===== src/rtl/reg_file_pkg.sv =====
// Shared widths, constants and types for the demultiplexed-write register file.
package reg_file_pkg;

    localparam int unsigned DATA_W     = 32;
    localparam int unsigned ADDR_W     = 5;
    localparam int unsigned NREGS      = 32;
    localparam int unsigned WR_COUNT_W = 16;

    localparam logic [ADDR_W-1:0] ZERO_REG = 5'd0;
    localparam logic [ADDR_W-1:0] REG_SP   = 5'd29;
    localparam logic [ADDR_W-1:0] REG_RA   = 5'd31;

    typedef logic [DATA_W-1:0]     word_t;
    typedef logic [ADDR_W-1:0]     reg_addr_t;
    typedef logic [WR_COUNT_W-1:0] wr_count_t;

endpackage


===== src/rtl/decoder_5_to_32.sv =====
// Enable-gated 5-to-32 one-hot decoder; the demux counterpart of the datapath mux trees.
module decoder_5_to_32
    import reg_file_pkg::*;
(
    input  logic              en,
    input  logic [ADDR_W-1:0] addr,
    output logic [NREGS-1:0]  onehot
);

    // A low enable masks every line, so an unknown address cannot raise one.
    always_comb begin
        onehot = '0;
        for (int i = 0; i < NREGS; i++) begin
            onehot[i] = en && (addr == ADDR_W'(i));
        end
    end

endmodule


===== src/rtl/reg_file_demux_write.sv =====
// 32x32 register file: one decoded write port, two combinational read ports, r0 hardwired to zero.
module reg_file_demux_write
    import reg_file_pkg::*;
(
    input  logic                  clk,
    input  logic                  reset,
    input  logic                  we,
    input  logic [ADDR_W-1:0]     waddr,
    input  logic [DATA_W-1:0]     wdata,
    input  logic [ADDR_W-1:0]     raddr1,
    input  logic [ADDR_W-1:0]     raddr2,
    output logic [DATA_W-1:0]     rdata1,
    output logic [DATA_W-1:0]     rdata2,
    output logic [WR_COUNT_W-1:0] wr_count
);

    logic [NREGS-1:0]  we_dec;
    word_t             regs_q [1:NREGS-1];
    word_t             regs_d [1:NREGS-1];
    word_t             rd_view [NREGS];
    wr_count_t         wr_count_q;
    wr_count_t         wr_count_d;
    logic              commit;

    decoder_5_to_32 u_wr_dec (
        .en     (we),
        .addr   (waddr),
        .onehot (we_dec)
    );

    // Line 0 of the decode is the discarded r0 write; it never counts.
    assign commit = we && !we_dec[ZERO_REG];

    always_comb begin
        regs_d = regs_q;
        for (int i = 1; i < NREGS; i++) begin
            if (we_dec[i]) begin
                regs_d[i] = wdata;
            end
        end
    end

    always_comb begin
        wr_count_d = wr_count_q;
        if (commit && (wr_count_q != '1)) begin
            wr_count_d = wr_count_q + WR_COUNT_W'(1);
        end
    end

    always_ff @(posedge clk or posedge reset) begin
        if (reset) begin
            for (int i = 1; i < NREGS; i++) begin
                regs_q[i] <= '0;
            end
            wr_count_q <= '0;
        end else begin
            regs_q     <= regs_d;
            wr_count_q <= wr_count_d;
        end
    end

    // Read view with entry 0 tied to zero; no bypass from the write port.
    always_comb begin
        rd_view[0] = '0;
        for (int i = 1; i < NREGS; i++) begin
            rd_view[i] = regs_q[i];
        end
    end

    assign rdata1   = rd_view[raddr1];
    assign rdata2   = rd_view[raddr2];
    assign wr_count = wr_count_q;

endmodule


===== config.mk =====
export PLATFORM = sky130hd
export DESIGN_NAME = reg_file_demux_write
export DESIGN_NICKNAME = d
export VERILOG_FILES = /design/src/rtl/reg_file_pkg.sv /design/src/rtl/decoder_5_to_32.sv /design/src/rtl/reg_file_demux_write.sv
export SDC_FILE = /design/constraint.sdc
export NUM_CORES = 2
export LEC_CHECK = 0
export BUFFER_PORTS_ARGS = -buffer_cell sky130_fd_sc_hd__buf_2
export CORE_MARGIN = 5
export CORE_UTILIZATION = 50
export CTS_CLUSTER_DIAMETER = 60
export DETAILED_ROUTE_END_ITERATION = 10
export GPL_TIMING_DRIVEN = 1
export PLACE_DENSITY_LB_ADDON = 0.3
export SYNTH_ARGS = -nofsm -noshare
export SYNTH_HDL_FRONTEND = slang
export SYNTH_SLANG_ARGS = --single-unit

===== constraint.sdc =====
create_clock -name clk -period 43.2 [get_ports clk]
set_input_delay 2.16 -clock clk [delete_from_list [all_inputs] [get_ports clk]]
set_output_delay 2.16 -clock clk [all_outputs]
set_load 0.005 [all_outputs]

After elaboration in Yosys (flattened, before gate mapping):

Cells that the tools add are included.

* register bits: 1008
* input port bits: 50
* output and inout bits: 80
* word-level logic and storage cells: 111

* add/subtract/negate cells: 1
* order comparisons: 2
* eq/ne operators: 32
* multiplexer cells: 6
* bitwise logic cells: 2
* reduce and logical (&&, ||, !) cells: 36

Operator list (count)
* binary-select mux 32 bit (select 5 bit): 2
* two-way mux 32 bit: 4
* == test 5 bit, second input constant: 16
* == test 5 x 4 -> 1 bit, second input constant: 8
* logical AND 1 bit: 34
* == test 5 x 3 -> 1 bit, second input constant: 4
* adder 16 x 1 -> 16 bit, second input constant: 1
* != test 16 bit, second input constant: 1
* greater-or-equal comparator 6 bit, second input constant: 2
* NOT 5 -> 6 bit: 2
* == test 5 x 2 -> 1 bit, second input constant: 2
* == test 5 x 1 -> 1 bit, second input constant: 1
* zero test 5 bit: 1
* zero test 1 bit: 1

Logic depth before layout (Yosys ltp):

* depth in word-level cells: 5
* depth in mapped cells: 8
* depth with buffers taken out: 5

Modules after synthesis:

A second synthesis with hierarchy kept.

* cells, all modules: 3703
* area, all modules: 53901.7 sq um

Modules (own cells, without submodules)
* reg_file_demux_write: instances 1, cells an instance 3656, area each 53671.5 sq um, seq. area each 25224.2 sq um
* decoder_5_to_32: instances 1, cells an instance 47, area each 230.2 sq um, seq. area each 0.0 sq um

Least setup slack after synthesis:

No wires, ideal clock.

* kind: input -> output
* start point: input raddr2[0]
* end point: output rdata2[19]
* data arrival time: 3838 ps
* required time: 41040 ps
* slack: 37202 ps
* stages: 7
* path buffers: 3
* path through: buf_2 -> buf_2 -> buf_2 -> mux4_2 -> a22o_1 -> o21ai_0 -> o31ai_1

* longest elaborated chain between the ends: 4

Ends and longest elaborated chain
* from (decl): RTL line reg_file_demux_write.sv:11 `input logic [ADDR_W-1:0] raddr2,`
* NOT 5 -> 6 bit (not written as such): RTL line reg_file_demux_write.sv:71 `assign rdata2 = rd_view[raddr2];`
* binary-select mux 32 bit (select 5 bit): RTL line reg_file_demux_write.sv:71
* two-way mux 32 bit (not written as such) (2 in a row): RTL line reg_file_demux_write.sv:71
* to (decl): RTL line reg_file_demux_write.sv:13 `output logic [DATA_W-1:0] rdata2,`

Every way passes these cells. The select of a mux whose other input is x is not followed.

Worst setup path in the final report:

* start point: input raddr2[0]
* end point: output rdata2[21]

Same word-level chain as after synthesis.

==> qor.yml <==
fp-row-count: 120
holdWs_ps: 504.8
initialDrtViolationCount: 3047
synthXorXnorAreaFrac_pct: 0.2433
final_common_cell: "mux2_2"
grt_setup_unrepaired: "false"
final_cell_mix: "mux2_2, dfrtp_1, mux4_2, mux2i_1, a22o_1"
cts_tree: "built"
avgViaCountPerCell: 6.791
die_w_um: 338.7
power_density_nw_per_um2: 47.32
max_slew_margin_pct: 8.579
portBuffers: 129
root_buffer: "clkbuf_16"
netlist_area_um2: 54010
synth_compound_area_share_pct: 6.376
synthArstFlopShare_pct: 100.0
start_util_pct: 50.38
cts_buffer_depth: 3
worstPathRequired_ps: 41040
fin_ws_ps: 34910
grt_pass1_wl_mm: 239.5
synth_top_cell_by_area: "dfrtp_1"
drv_slew: 0
reg2reg_to: "wr_count[6]"
ys_warn_count: 0
multiInputGateArea_um2: 27260
endpoint_kind: "output port"
grt_pass1_vias: 35700
worstMarginPinSlew_ps: 1367
ioPinCount: 130
clk_pin_slew_ps: 50
finalClockSkew_ps: 9.089
min_period_over_period_pct: 19.20
path_max_fanout: 70
fmax_mhz: 120.6
status: "finished clean"
p_total_mw: 2.809
synth_cell_types: 40
drc: 0
syn_area_per_cell_um2: 14.68
finalHoldViolations: 0
synth-edff-count: 0
holdBufCountCts: 0
gp_congestion: 0.8049
hold_path.class: "flop to flop"
muxShareOfSynthArea_pct: 41.83
synth_cells: 3680
ys_seq_elements: 1008
gr-usage-all-layers_pct: 27.49
ff_latch_area_um2: 25220
regToRegSetupSlack_ps: 41270
clock_sinks: 1008
h-tree-depth: 3
cts_setup_buffers: 0
cts_repair_resize_count: 0
synth_nets: 3731
hold_depth: 1
yosys.area_share.simple_pct: 1.592
dp_slack_ps: 34940
min_to: "wr_count[15]"
leakagePower_nw: 25.96
placed_area_um2: 55650
fin_crit_ps: 8293
antenna_found_initial: 6
reg2reg_depth: 6
grt.overflow.total: 0
layout-drive-gt1-share_pct: 50.81
synthAdderAreaFrac_pct: 0.02317
ant_nets: 0
fin_nets: 3655
vdd_drop_max_uv: 53.45
cts_buffers: 110
synth_top_flop_cell: "dfrtp_1"
synth_area_leaders: "dfrtp_1, mux2_2, mux4_2"
via_count: 34630
synth_top_family_by_area: "multiplexers"
die-area_um2: 114700
grt_max_degree: 102
syn_to_final_growth_pct: 9.899
firstDrtPassIters: 6
crit_type: "primary input to output port"
min_from: "wr_count[15]"
r2r_start: "wr_count[0]"
clk_latency_ps: 690
fill_cells: 8709
wire_per_inst_um: 31.12
finalSetupViolations: 0
die_h_um: 338.7
drv_cap: 0
seq_area_frac_synth_pct: 46.70
fin_setup_tns_ps: 0
cp_data_arrival_time_ps: 6130
startpoint_type: "primary input"
core_um2: 107200
synth_top_area_share_pct: 46.70
wirelength_mm: 158.7
dp_hpwl_mm: 91.78
design_area_um2: 59350
worst max-delay path, cell delays in order:
cell and delay (ps):
buf_8 560, buf_4 730, buf_4 800, mux4_2 590
a22o_1 250, o21ai_0 530, o31ai_1 230, buf_2 180
power by group:
group	switching (mW)	internal, mW
clock	0.396	0.569
sequential	0.138	1.13
combinational	0.228	0.346
per-stage QoR:
| step | std cells | utilization [%] |
|---|---|---|
| 6_report | 5100 | 55.37 |
| 4_1_cts | 5097 | 55.36 |
| 5_1_grt | 5099 | 55.36 |
| 2_1_floorplan | 3680 | - |
| 3_5_place_dp | 4895 | 51.91 |
| 3_3_place_gp | 4895 | 51.91 |
registers in the layout (all words and copies together) (netlist names):
signal and cells:
wr_count 16, rd_view 992
kinds of logic after synthesis:
logic type,Yosys count
DFF,1008
and+or+nand+nor,151
adders and majority gates,1
buffers and inverters,413
xor gates and xnor gates,15
AOI/OAI and AO/OA,458
muxes,1634
layer usage:
layer | up-vias | track usage, % | share of wire (%) | wire length (um)
met4 | 0 | 8.226 | 3.3 | 5294
met2 | 1444 | 44.08 | 48 | 75570
met5 | - | 0 | 0 | 0
li1 | 14150 | - | - | -
met3 | 313 | 4.590 | 7.3 | 11580
met1 | 18730 | 38.97 | 42 | 66250
cells in the mapped netlist, types with 2 or more instances:
| library cell | instances |
|---|---|
| nor2b_1 | 9 |
| mux2i_1 | 194 |
| buf_2 | 124 |
| o22ai_1 | 64 |
| o31ai_1 | 64 |
| xor2_1 | 13 |
| mux2_2 | 1022 |
| and3_1 | 2 |
| o21ai_0 | 64 |
| nand4_1 | 7 |
| or3_1 | 3 |
| xnor2_1 | 2 |
| buf_6 | 3 |
| clkbuf_1 | 232 |
| mux2_4 | 30 |
| nand3_1 | 9 |
| buf_1 | 43 |
| inv_1 | 7 |
| nor4_1 | 6 |
| a22o_1 | 191 |
| or4_1 | 2 |
| dfrtp_1 | 1008 |
| mux2_1 | 4 |
| nor2_1 | 17 |
| a2111oi_0 | 4 |
| buf_4 | 4 |
| and2_1 | 66 |
| nand2b_1 | 4 |
| mux4_2 | 384 |
| a211oi_1 | 68 |
| nor3_1 | 5 |
| nand2_1 | 17 |
worst max path at each step:
stage	startpoint	end	depth (start not counted)
after floorplan	reset	rd_view[0]	1
after CTS	raddr2[0]	rdata2[21]	8
after detailed placement	raddr2[0]	rdata2[21]	8
after global routing	raddr2[0]	rdata2[21]	8
after global placement	raddr2[0]	rdata2[21]	8
final	raddr2[0]	rdata2[21]	8
layout make-up:
class	count	area share (%)
antenna	3	0.01265
inverter	7	0.05692
clock inverter	41	0.8158
multi-input combinational	2259	45.94
sequential	1008	42.50
clock buffer	161	5.418
tap	1403	2.958
timing repair buffer	218	2.306
Power figures use the tool's default switching activity.
